===== config.mk =====
export PLATFORM = sky130hd
export DESIGN_NAME = instr_word_encoder
export DESIGN_NICKNAME = d
export VERILOG_FILES = /design/src/rtl/instr_word_encoder.sv
export SDC_FILE = /design/constraint.sdc
export NUM_CORES = 1
export LEC_CHECK = 0
export ABC_AREA = 1
export CORE_MARGIN = 2
export CORE_UTILIZATION = 50
export DETAILED_ROUTE_END_ITERATION = 12
export GPL_ROUTABILITY_DRIVEN = 0
export MAX_ROUTING_LAYER = met4
export PLACE_DENSITY = 0.72
export SYNTH_ARGS = -nofsm -noshare
export SYNTH_HDL_FRONTEND = slang
export SYNTH_SLANG_ARGS = --single-unit

===== constraint.sdc =====
create_clock -name clk -period 3.2 [get_ports clk]
set_clock_uncertainty 0.1 [all_clocks]
set_input_delay 0.32 -clock clk [delete_from_list [all_inputs] [get_ports clk]]
set_output_delay 0.32 -clock clk [all_outputs]
set_load 0.01 [all_outputs]

===== src/rtl/instr_word_encoder.sv =====
// MiniMIPS program-load encoder: packs field-level requests into 16-bit words,
// buffers them in a small FIFO and streams them into instruction memory.
module instr_word_encoder #(
    parameter int unsigned ADDR_W     = 8,
    parameter int unsigned FIFO_DEPTH = 4
) (
    input  logic              clk,
    input  logic              rst_n,
    input  logic              start,
    input  logic [ADDR_W-1:0] base_addr,
    input  logic              in_valid,
    output logic              in_ready,
    input  logic [3:0]        in_op,
    input  logic [2:0]        in_rs,
    input  logic [2:0]        in_rt,
    input  logic [2:0]        in_rd,
    input  logic [2:0]        in_funct,
    input  logic [5:0]        in_imm,
    input  logic              in_last,
    output logic              imem_we,
    output logic [ADDR_W-1:0] imem_addr,
    output logic [15:0]       imem_wdata,
    input  logic              imem_wait,
    output logic              busy,
    output logic              done,
    output logic              err_op,
    output logic              err_ovf
);

    localparam int unsigned WORD_W  = 16;
    localparam int unsigned PTR_W   = (FIFO_DEPTH > 1) ? $clog2(FIFO_DEPTH) : 1;
    localparam int unsigned CNT_W   = PTR_W + 1;
    localparam logic [3:0]  OP_R    = 4'd0;
    localparam logic [3:0]  OP_LAST = 4'd9;

    typedef enum logic [1:0] {
        S_IDLE  = 2'd0,
        S_LOAD  = 2'd1,
        S_FLUSH = 2'd2,
        S_DONE  = 2'd3
    } state_t;

    state_t              r_state;
    state_t              w_state_nxt;

    logic [WORD_W-1:0]   r_mem [FIFO_DEPTH];
    logic [PTR_W-1:0]    r_wr_ptr;
    logic [PTR_W-1:0]    r_rd_ptr;
    logic [CNT_W-1:0]    r_count;
    logic [ADDR_W-1:0]   r_addr;
    logic                r_last_seen;
    logic                r_err_op;
    logic                r_err_ovf;

    logic                w_legal;
    logic [WORD_W-1:0]   w_word;
    logic                w_empty;
    logic                w_full;
    logic                w_active;
    logic                w_start;
    logic                w_accept;
    logic                w_push;
    logic                w_pop;
    logic                w_wr_done;
    logic                w_at_max;

    // Field packing: R-type carries rd/funct, everything else a raw 6-bit immediate
    always_comb begin
        w_legal = (in_op <= OP_LAST);
        w_word  = {in_op, in_rs, in_rt, in_imm};
        if (in_op == OP_R) begin
            w_word = {in_op, in_rs, in_rt, in_rd, in_funct};
        end
    end

    assign w_empty   = (r_count == '0);
    assign w_full    = (r_count == CNT_W'(FIFO_DEPTH));
    assign w_active  = (r_state == S_LOAD) || (r_state == S_FLUSH);
    assign w_start   = start && (r_state == S_IDLE);
    assign w_at_max  = (r_addr == {ADDR_W{1'b1}});

    // After overflow the head is discarded every cycle regardless of the memory stall
    assign w_pop     = !w_empty && w_active && (r_err_ovf || !imem_wait);
    assign w_wr_done = w_pop && !r_err_ovf;
    assign w_accept  = in_valid && in_ready;
    assign w_push    = w_accept && w_legal;

    // State register
    always_ff @(posedge clk or negedge rst_n) begin
        if (!rst_n) begin
            r_state <= S_IDLE;
        end else begin
            r_state <= w_state_nxt;
        end
    end

    // Next-state logic
    always_comb begin
        w_state_nxt = r_state;
        case (r_state)
            S_IDLE:  if (start) w_state_nxt = S_LOAD;
            S_LOAD:  if (w_accept && in_last) w_state_nxt = S_FLUSH;
            S_FLUSH: if (w_empty) w_state_nxt = S_DONE;
            S_DONE:  w_state_nxt = S_IDLE;
            default: w_state_nxt = S_IDLE;
        endcase
    end

    // Output logic; in_ready lets a full FIFO take a request on the cycle it pops
    always_comb begin
        in_ready = 1'b0;
        imem_we  = 1'b0;
        busy     = 1'b0;
        done     = 1'b0;
        case (r_state)
            S_LOAD: begin
                busy     = 1'b1;
                in_ready = !r_last_seen && (!w_full || w_pop);
                imem_we  = !w_empty && !r_err_ovf;
            end
            S_FLUSH: begin
                busy    = 1'b1;
                imem_we = !w_empty && !r_err_ovf;
            end
            S_DONE: begin
                busy = 1'b1;
                done = 1'b1;
            end
            default: begin
                busy = 1'b0;
            end
        endcase
    end

    // Encoded-word FIFO
    always_ff @(posedge clk or negedge rst_n) begin
        if (!rst_n) begin
            for (int unsigned i = 0; i < FIFO_DEPTH; i++) begin
                r_mem[i] <= '0;
            end
            r_wr_ptr <= '0;
            r_rd_ptr <= '0;
            r_count  <= '0;
        end else begin
            if (w_push) begin
                r_mem[r_wr_ptr] <= w_word;
                r_wr_ptr        <= r_wr_ptr + PTR_W'(1);
            end
            if (w_pop) begin
                r_rd_ptr <= r_rd_ptr + PTR_W'(1);
            end
            case ({w_push, w_pop})
                2'b10:   r_count <= r_count + CNT_W'(1);
                2'b01:   r_count <= r_count - CNT_W'(1);
                default: r_count <= r_count;
            endcase
        end
    end

    // Address counter and overflow detection; the counter saturates instead of wrapping
    always_ff @(posedge clk or negedge rst_n) begin
        if (!rst_n) begin
            r_addr    <= '0;
            r_err_ovf <= 1'b0;
        end else if (w_start) begin
            r_addr    <= base_addr;
            r_err_ovf <= 1'b0;
        end else if (w_wr_done) begin
            if (w_at_max) begin
                r_err_ovf <= 1'b1;
            end else begin
                r_addr <= r_addr + ADDR_W'(1);
            end
        end
    end

    // Session flags
    always_ff @(posedge clk or negedge rst_n) begin
        if (!rst_n) begin
            r_last_seen <= 1'b0;
            r_err_op    <= 1'b0;
        end else if (w_start) begin
            r_last_seen <= 1'b0;
            r_err_op    <= 1'b0;
        end else if (w_accept) begin
            if (in_last) begin
                r_last_seen <= 1'b1;
            end
            if (!w_legal) begin
                r_err_op <= 1'b1;
            end
        end
    end

    assign imem_addr  = r_addr;
    assign imem_wdata = r_mem[r_rd_ptr];
    assign err_op     = r_err_op;
    assign err_ovf    = r_err_ovf;

endmodule

# Yosys cells after proc, flatten, opt, wreduce, memory -nomap -nowiden
# Cells that the tools add are included.
# classes
n_eq_ne	12
addsub	5
n_bitwise	2
n_reduce_logical	33
muxes	28
n_lt_le_gt_ge	4
# op_table
operator	count
bitwise mux 64 bit	1
two-way mux 16 bit	3
binary-select mux 16 bit (select 2 bit)	1
demux 16 bit (select 2 bit)	1
two-way mux 8 bit	3
two-way mux 1 bit	13
logical AND 1 bit	10
nonzero test 2 bit	5
adder 8 x 1 -> 8 bit (second input constant)	1
equality test 8 bit (second input constant)	1
one-hot mux 2 bit (4 select lines)	1
AND reduction 2 bit	4
equality test 2 bit (second input constant)	3
>= comparator 3 bit (second input constant)	2
two-way mux 2 bit	3
two-way mux 6 bit	1
inequality test 2 bit (second input constant)	3
inverter 2 -> 3 bit	2
one-hot mux 3 bit (2 select lines)	1
zero test 1 bit	5
adder 2 x 1 -> 2 bit (second input constant)	2
equality test 2 x 1 -> 1 bit (second input constant)	2
less-or-equal comparator 4 bit (second input constant)	1
zero test 4 bit	1
other kinds (11)	14
# word_totals
regBits	84
wordCells	96
in_bits	36

# Longest topological paths before layout
# logic_depth
depth_word	11
depth_mapped	12
ltp_nobuf	10

# Worst setup path before layout
# No wires, ideal clock.
# synth_path
path_kind	register to register
from	reg r_state[0]
to	reg r_count[2]
period_less_slack_ns	2.705
t_required_ns	2.969
path_stages_with_launch	13
setup_ns	0.131
n_path_buf	2
t_arrival_ns	2.475
setup_slack_ns	0.495
cell_sequence	dfrtp_1 inv_1 ha_1 nand3_4 nand2_2 nand4_4 buf_6 buf_8 ha_1 fa_1 a21oi_1 o21ai_0 xor2_1
# synth_between
elab_chain_len	11
word_cells_on_any_way	14
cone_classes	eq/ne (4); mux (2); reduce/logical (8)
# synth_lines
element	line_no	rtl
from (decl)	43	state_t r_state;
from (signal assigned)	93	r_state <= w_state_nxt;
equality test 2 x 1 -> 1 bit or equality test 2 bit (tied branches)	78, 115	
logical OR 1 bit	78	assign w_active = (r_state == S_LOAD) || (r_state == S_FLUSH);
logical AND 1 bit (2 in series)	83	assign w_pop = !w_empty && w_active && (r_err_ovf || !imem_wait);
logical OR 1 bit	118	in_ready = !r_last_seen && (!w_full || w_pop);
logical AND 1 bit	118	
two-way mux 1 bit	115	case (r_state)
logical AND 1 bit	85	assign w_accept = in_valid && in_ready;
logical AND 1 bit	86	assign w_push = w_accept && w_legal;
equality test 2 x 1 -> 1 bit or equality test 2 bit (tied branches)	152	case ({w_push, w_pop})
one-hot mux 3 bit (2 select lines) or nonzero test 2 bit (tied branches)	n/a	
to (signal assigned)	153	2'b10: r_count <= r_count + CNT_W'(1);
to (signal assigned)	154	2'b01: r_count <= r_count - CNT_W'(1);
to (signal assigned)	155	default: r_count <= r_count;
to (decl)	49	logic [CNT_W-1:0] r_count;
# Several ways; a longest one is shown, not always the timed one.
# A chain may end at the register's enable or synchronous reset.

# Final worst setup path
# layout_path
from	reg r_rd_ptr[0]
to	out imem_wdata[14]
# layout_between
elab_chain_len	4
# layout_lines
element	line_no	rtl
from (decl)	48	logic [PTR_W-1:0] r_rd_ptr;
from (signal assigned)	150	r_rd_ptr <= r_rd_ptr + PTR_W'(1);
inverter 2 -> 3 bit (implied by the code)	196	assign imem_wdata = r_mem[r_rd_ptr];
binary-select mux 16 bit (select 2 bit)	196	
two-way mux 16 bit (implied by the code) (2 in series)	196	
to (decl)	22	output logic [15:0] imem_wdata,
# Every way passes these cells. The select of a mux whose other input is x is not followed.

==> qor.txt <==
status = finished clean
Worst R2R Setup Slack = 0.59 ns
VDD IR-drop max = 0.000424 V
Reg2Reg Depth = 10
fin crit share = 85.2%
XOR/XNOR share of the synthesized area = 1.42%
met2 routed WL = 5.03 mm
WL met1 = 4.67 mm
Die W = 97.0 um
PwrDens = 1020 mW/mm2
Yosys reg bits = 84
met3 wire length = 666 um
RR Startpoint = r_state[0]$_DFFE_PN0P_
overall power = 5.31 mW
die height = 97.0 um
Final setup viols = 0
Initial Util = 52.1%
Synth Area in Compound Gates = 16.3%
CP max stage cell = clkdlybuf4s50_1
residual DRC count = 0
# nets final = 627
type of element launching the critical path = flop
cell breakdown of the critical path = inv_1, buf_4, o21ai_0, o22ai_1, clkdlybuf4s50_1
clk root buf = clkbuf_8
Post-synth top flop = dfrtp_1
Seq/Total Area, Yosys = 48.6%
RSZ-0062 raised after global routing = no
top cell type's share of synthesized area = 48.6%
Fin Setup TNS = 0 ns
peak per-stage delay on the critical path = 0.58 ns
initial antenna violation count = 0
post-synth cell types = 32
post-synthesis area per instance = 8.26 um2
max layer used = met4
GRT overflow = 0
post-synthesis cell area = 0.00433 mm2
vias in the first global route = 3755
Detailed Place HPWL = 6.52 mm
top cells by count, synth = nand2_1, o21ai_0, dfrtp_1, nor2_1, inv_1
Total Routing Usage GR = 24.4%
Hold WC Path Type = primary input to asynchronous set/reset pin
clock latency on the worst-skew pair = 0.35 ns
first-pass GRT wire length = 18.1 mm
Reg clk slew, reported paths = 0.09 ns
slew margin rel. = 30.0%
CTS tree = built
Port Buffer Count = 65
layout cells sized above 1 = 6.85%
Total Wirelength = 10.6 mm
Lkg Pwr = 2.49 nW
top post-synthesis cells by area = dfrtp_1, nand2_1, o21ai_0
ANT cells = 0
f_max = 0.367 GHz
leading area contributor after synthesis = dfrtp_1
worst-path fanout max = 22
kind of critical path = flop to output port
Async S/R FF share, synth = 100%
Area Overhead vs Synth = 20.4%
core footprint = 0.00830 mm2
max-cap check violation count = 0
final hold viol count = 0
Die Area = 0.00941 mm2
minimum clock period = 2.73 ns
vias = 3717
Boundary Pins = 66
CTS Buf Count = 9
Syn Inst Count = 524
count leader, synth = nand2_1
worst flop-to-flop path endpoint = r_count[2]$_DFFE_PN0P_
clk sinks = 84
Worst Setup SP = r_rd_ptr[0]$_DFFE_PN0P_
CP required = 2.78 ns
drt pass-1 iters = 5
Post-DRT Antenna Nets = 0
largest net degree at the start of global routing = 85
site row count = 33
DRT iter0 DRCs = 224
post-CTS setup buffers = 0
Layout fillers = 741
drt wl/cell = 15.3 um
maximum clock insertion buffer count = 2
max-slew violations = 0
H-tree depth = 3
crit end category = output port
syn_nets = 572
CTS Hold Bufs = 0
post-synthesis mux area share = 2.52%
Post-Synth Adder-Cell Area = 3.64%
largest family of logic cells by synthesized area = simple AND/OR/NAND/NOR gates
post-synthesis simple-gate area fraction = 22.1%
Post-CTS Resized = 0
Syn. warnings = 0
Vias/cell = 5.39
Worst EP arrival = 2.31 ns
Worst Tran Pin Value = 1.05 ns
EDFF count, synth = 0
==> stage by stage <==
stage / worst slack (ns) / area [um2] / std cells / util, % / hold slack, ns
6_report: 0.472 / 5210 / 689 / 62.8 / 0.0346
4_1_cts: 0.481 / 5210 / 689 / 62.8 / 0.0833
3_3_place_gp: 0.485 / 4980 / 673 / 60.0 / 0.359
3_5_place_dp: 0.445 / 4980 / 673 / 60.0 / 0.365
5_1_grt: 0.363 / 5210 / 689 / 62.8 / 0.110
2_1_floorplan: 0.495 / 4330 / 524 / - / -0.0756
==> layout by cell type (no fill, tap or decap), drive strengths merged <==
cell and count:
nand2 166, o21ai 110, dfrtp 84, clkdlybuf4s50 64, nor2 49, inv 21
o22ai 16, ha 11, clkbuf 11, nand3 10, a21oi 7, mux2 7
xor2 5, buf 5, mux2i 3, nand4 3, clkinv 3, xnor2 2
bufinv 2, nor3 1, o21a 1, or2 1, fa 1, clkinvlp 1
==> power breakdown <==
part | switching (mW) | leakage, nW | internal [mW] | total [mW]
registers | 0.296 | 1.09 | 1.56 | 1.85
logic | 1.49 | 1.29 | 1.11 | 2.60
clock network | 0.387 | 0.110 | 0.464 | 0.851
==> flip-flops by register name (all words and copies together), names as in the netlist <==
signal and flops:
r_wr_ptr 2, r_count 3, err_ovf 1, r_mem 64, err_op 1, r_rd_ptr 2, imem_addr 8, r_state 2
r_last_seen 1
==> cell families (layout without fill, tap and decap cells) <==
family / after synthesis / after routing
compound gates: 134 / 134
xor+xnor: 7 / 7
fa+ha+maj: 12 / 12
buf+inv: 47 / 107
flops: 84 / 84
mux: 10 / 10
simple gates: 230 / 230
==> area by class of cell <==
class	count	area (um2)	area share, %
clock buffers	11	141	2.71
clock inverters	5	85.1	1.63
inverters	22	82.6	1.59
multi-input cells	393	1990	38.2
flip-flops and latches	84	2100	40.3
well taps	105	131	2.52
repair buffers	69	678	13.0
==> worst max-delay path, delay by kind of cell (launching register included) <==
kind | cells | cell delay [ns]
DFF | 1 | 0.38
buffers and inverters | 3 | 1.23
AOI/OAI and AO/OA | 2 | 0.33
==> how the worst max path moves through the flow <==
| stage | end | slack, ns | cells after the start |
|---|---|---|---|
| after CTS | imem_wdata[14] | 0.48 | 5 |
| after detailed placement | r_count[2]$_DFFE_PN0P_ | 0.45 | 8 |
| after global placement | r_count[2]$_DFFE_PN0P_ | 0.49 | 8 |
| after floorplan | r_count[2]$_DFFE_PN0P_ | 0.49 | 12 |
| final | imem_wdata[14] | 0.47 | 5 |
| after global routing | imem_wdata[3] | 0.36 | 5 |
==> routing by layer <==
| layer | track usage (%) | vias up |
|---|---|---|
| li1 | - | 1842 |
| met1 | 32.1 | 1733 |
| met2 | 38.8 | 121 |
| met3 | 3.83 | 21 |
| met4 | 8.56 | 0 |
| met5 | - | - |
(Power assumes the default switching activity.)
==> RTL change, RTL diff (same settings) <==
Put one more register stage on the output `err_ovf`, with the module's reset. The value now appears one clock later. The other outputs are not delayed to match.
--- a/src/rtl/instr_word_encoder.sv
+++ b/src/rtl/instr_word_encoder.sv
@@ -196,5 +196,11 @@
     assign imem_wdata = r_mem[r_rd_ptr];
     assign err_op     = r_err_op;
-    assign err_ovf    = r_err_ovf;
+    always_ff @(posedge clk or negedge rst_n) begin
+        if (!rst_n) begin
+            err_ovf <= '0;
+        end else begin
+            err_ovf <= r_err_ovf;
+        end
+    end
 
 endmodule
Check against the original RTL: not equivalent (Yosys sat finds a counterexample within 4 cycles, from zero or initial values and one cycle with rst_n low).
==> RTL change against the original RTL <==
Total power is 3.9% higher; final area is 1.8% higher; sequential cell count rose by 1; setup slack better by 0.074 ns; die area grew 0.55%; count of clock-buffer cells in the layout down 1; routed wire length is 2.4% higher; maximum frequency up 2.8%; non-clock buffer count rose by 1; area after synthesis rose by 0.58%; critical endpoint is now imem_wdata[15].
==> RTL change: results <==
[synth]
synth.top_cells.by_area = dfrtp_1, nand2_1, o21ai_0
synth_nets = 573
synthTopCellsByCount = nand2_1, o21ai_0, dfrtp_1
ys_seq_area_frac = 0.489
yosysUniqueCellTypes = 32
synthArstFlopShare = 1.00

[cells_and_area]
drive_above_1_share = 0.0717
seq_area_mm2 = 0.00213
nets = 629
diodes = 0
largest_reg_flops = 64
n_fill_cell = 758
regMostFlops = r_mem

[timing]
relSlewSlack = 0.285

[global_route]
grt.total_usage = 0.247
grt_max_degree = 86
grt_pass1_wl_um = 18500
grt_overflow = 0
antenna_found_initial = 0
grt_pass1_vias = 3918

[detailed_routing]
firstDrtPassIters = 5
wirelength_um = 10800
vias = 3803
drtIter0Drc = 252

[outcome]
status = completed

[clocking]
cts_resized = 0
cts_max_level = 3
insertion_delay_ns = 0.35
root_buffer = clkbuf_8
clk_pin_slew_ns = 0.09

[critical_path]
worstPathMaxFanout = 22
arrival_ns = 2.23
cp_slowest_cell = clkdlybuf4s50_1

[power_and_ir_drop]
vdd_drop_max_v = 0.000548
leakagePower_uw = 0.00254

[hold_path]
hold_class = input port to async pin

[placed_design]
io_buffer_count = 65
place_hpwl_um = 6770
RTL change: cell count changes in the layout (fill, tap and decap cells not counted), sizes merged:
cell      unedited run  this run
bufinv               2         4
buf                  5         6
clkbuf              11        10
clkinvlp             1         0
dfrtp               84        85
RTL change: final timing paths:
path	end	from	slack [ns]	cells past startpoint
max in group asynchronous	r_count[0]	rst_n	2.25	1
max reg2reg	r_count[2]	r_state[0]	0.72	10
max	imem_wdata[15]	r_rd_ptr[0]	0.55	5
min reg2reg	err_ovf	r_err_ovf	0.34	0
min	r_mem[8]	rst_n	0.05	1
min in group clk	err_ovf	r_err_ovf	0.34	0
RTL change: worst reg2reg max path: stages, from the launching register on:
cell and delay, ns:
dfrtp_1 0.40, inv_1 0.10, ha_1 0.37, nand3_4 0.13, nand2_2 0.12, nand4_4 0.08
ha_1 0.25, fa_1 0.39, a21oi_1 0.15, o21ai_0 0.12, xor2_1 0.16
RTL change: cells by family (layout without fill, tap and decap cells):
group / Yosys count / in the layout / share of synthesized area
compound gates: 134 / 134 / 0.162
buf+inv: 47 / 108 / 0.0541
flops: 85 / 85 / 0.489
xor+xnor: 7 / 7 / 0.0141
mux: 10 / 10 / 0.0250
simple gates: 230 / 230 / 0.220
fa+ha+maj: 12 / 12 / 0.0362
RTL change: stage by stage:
| stage | hold WS (ns) | worst slack, ns | std cells | instance area (um2) | utilization |
|---|---|---|---|---|---|
| final | 0.0466 | 0.546 | 694 | 5300 | 0.617 |
| after floorplan | -0.0756 | 0.495 | 525 | 4350 | - |
| after CTS | 0.0994 | 0.515 | 694 | 5300 | 0.617 |
| after global routing | 0.144 | 0.343 | 694 | 5300 | 0.617 |
| after global placement | 0.322 | 0.616 | 678 | 5030 | 0.586 |
| after detailed placement | 0.329 | 0.560 | 678 | 5030 | 0.586 |
RTL change: area by class of cell:
| class | instances | share of cell area |
|---|---|---|
| flip-flops and latches | 85 | 0.401 |
| multi-input cells | 393 | 0.375 |
| repair buffers | 70 | 0.132 |
| clock buffers | 10 | 0.0259 |
| well taps | 108 | 0.0255 |
| clock inverters | 6 | 0.0252 |
| inverters | 22 | 0.0156 |
RTL change: routing by layer:
| layer | track usage | vias up | wire length (um) |
|---|---|---|---|
| met5 | - | - | 0 |
| met4 | 0.0556 | 0 | 92 |
| met3 | 0.0439 | 11 | 573 |
| met2 | 0.411 | 124 | 5320 |
| met1 | 0.320 | 1826 | 4840 |
| li1 | - | 1842 | - |
RTL change: power by group:
group	internal [uW]	leakage, uW	switching [uW]	total, uW
clock	619	0.000136	390	1010
combinational	1130	0.00130	1510	2640
sequential	1570	0.00110	290	1860
total	3320	0.00254	2190	5510
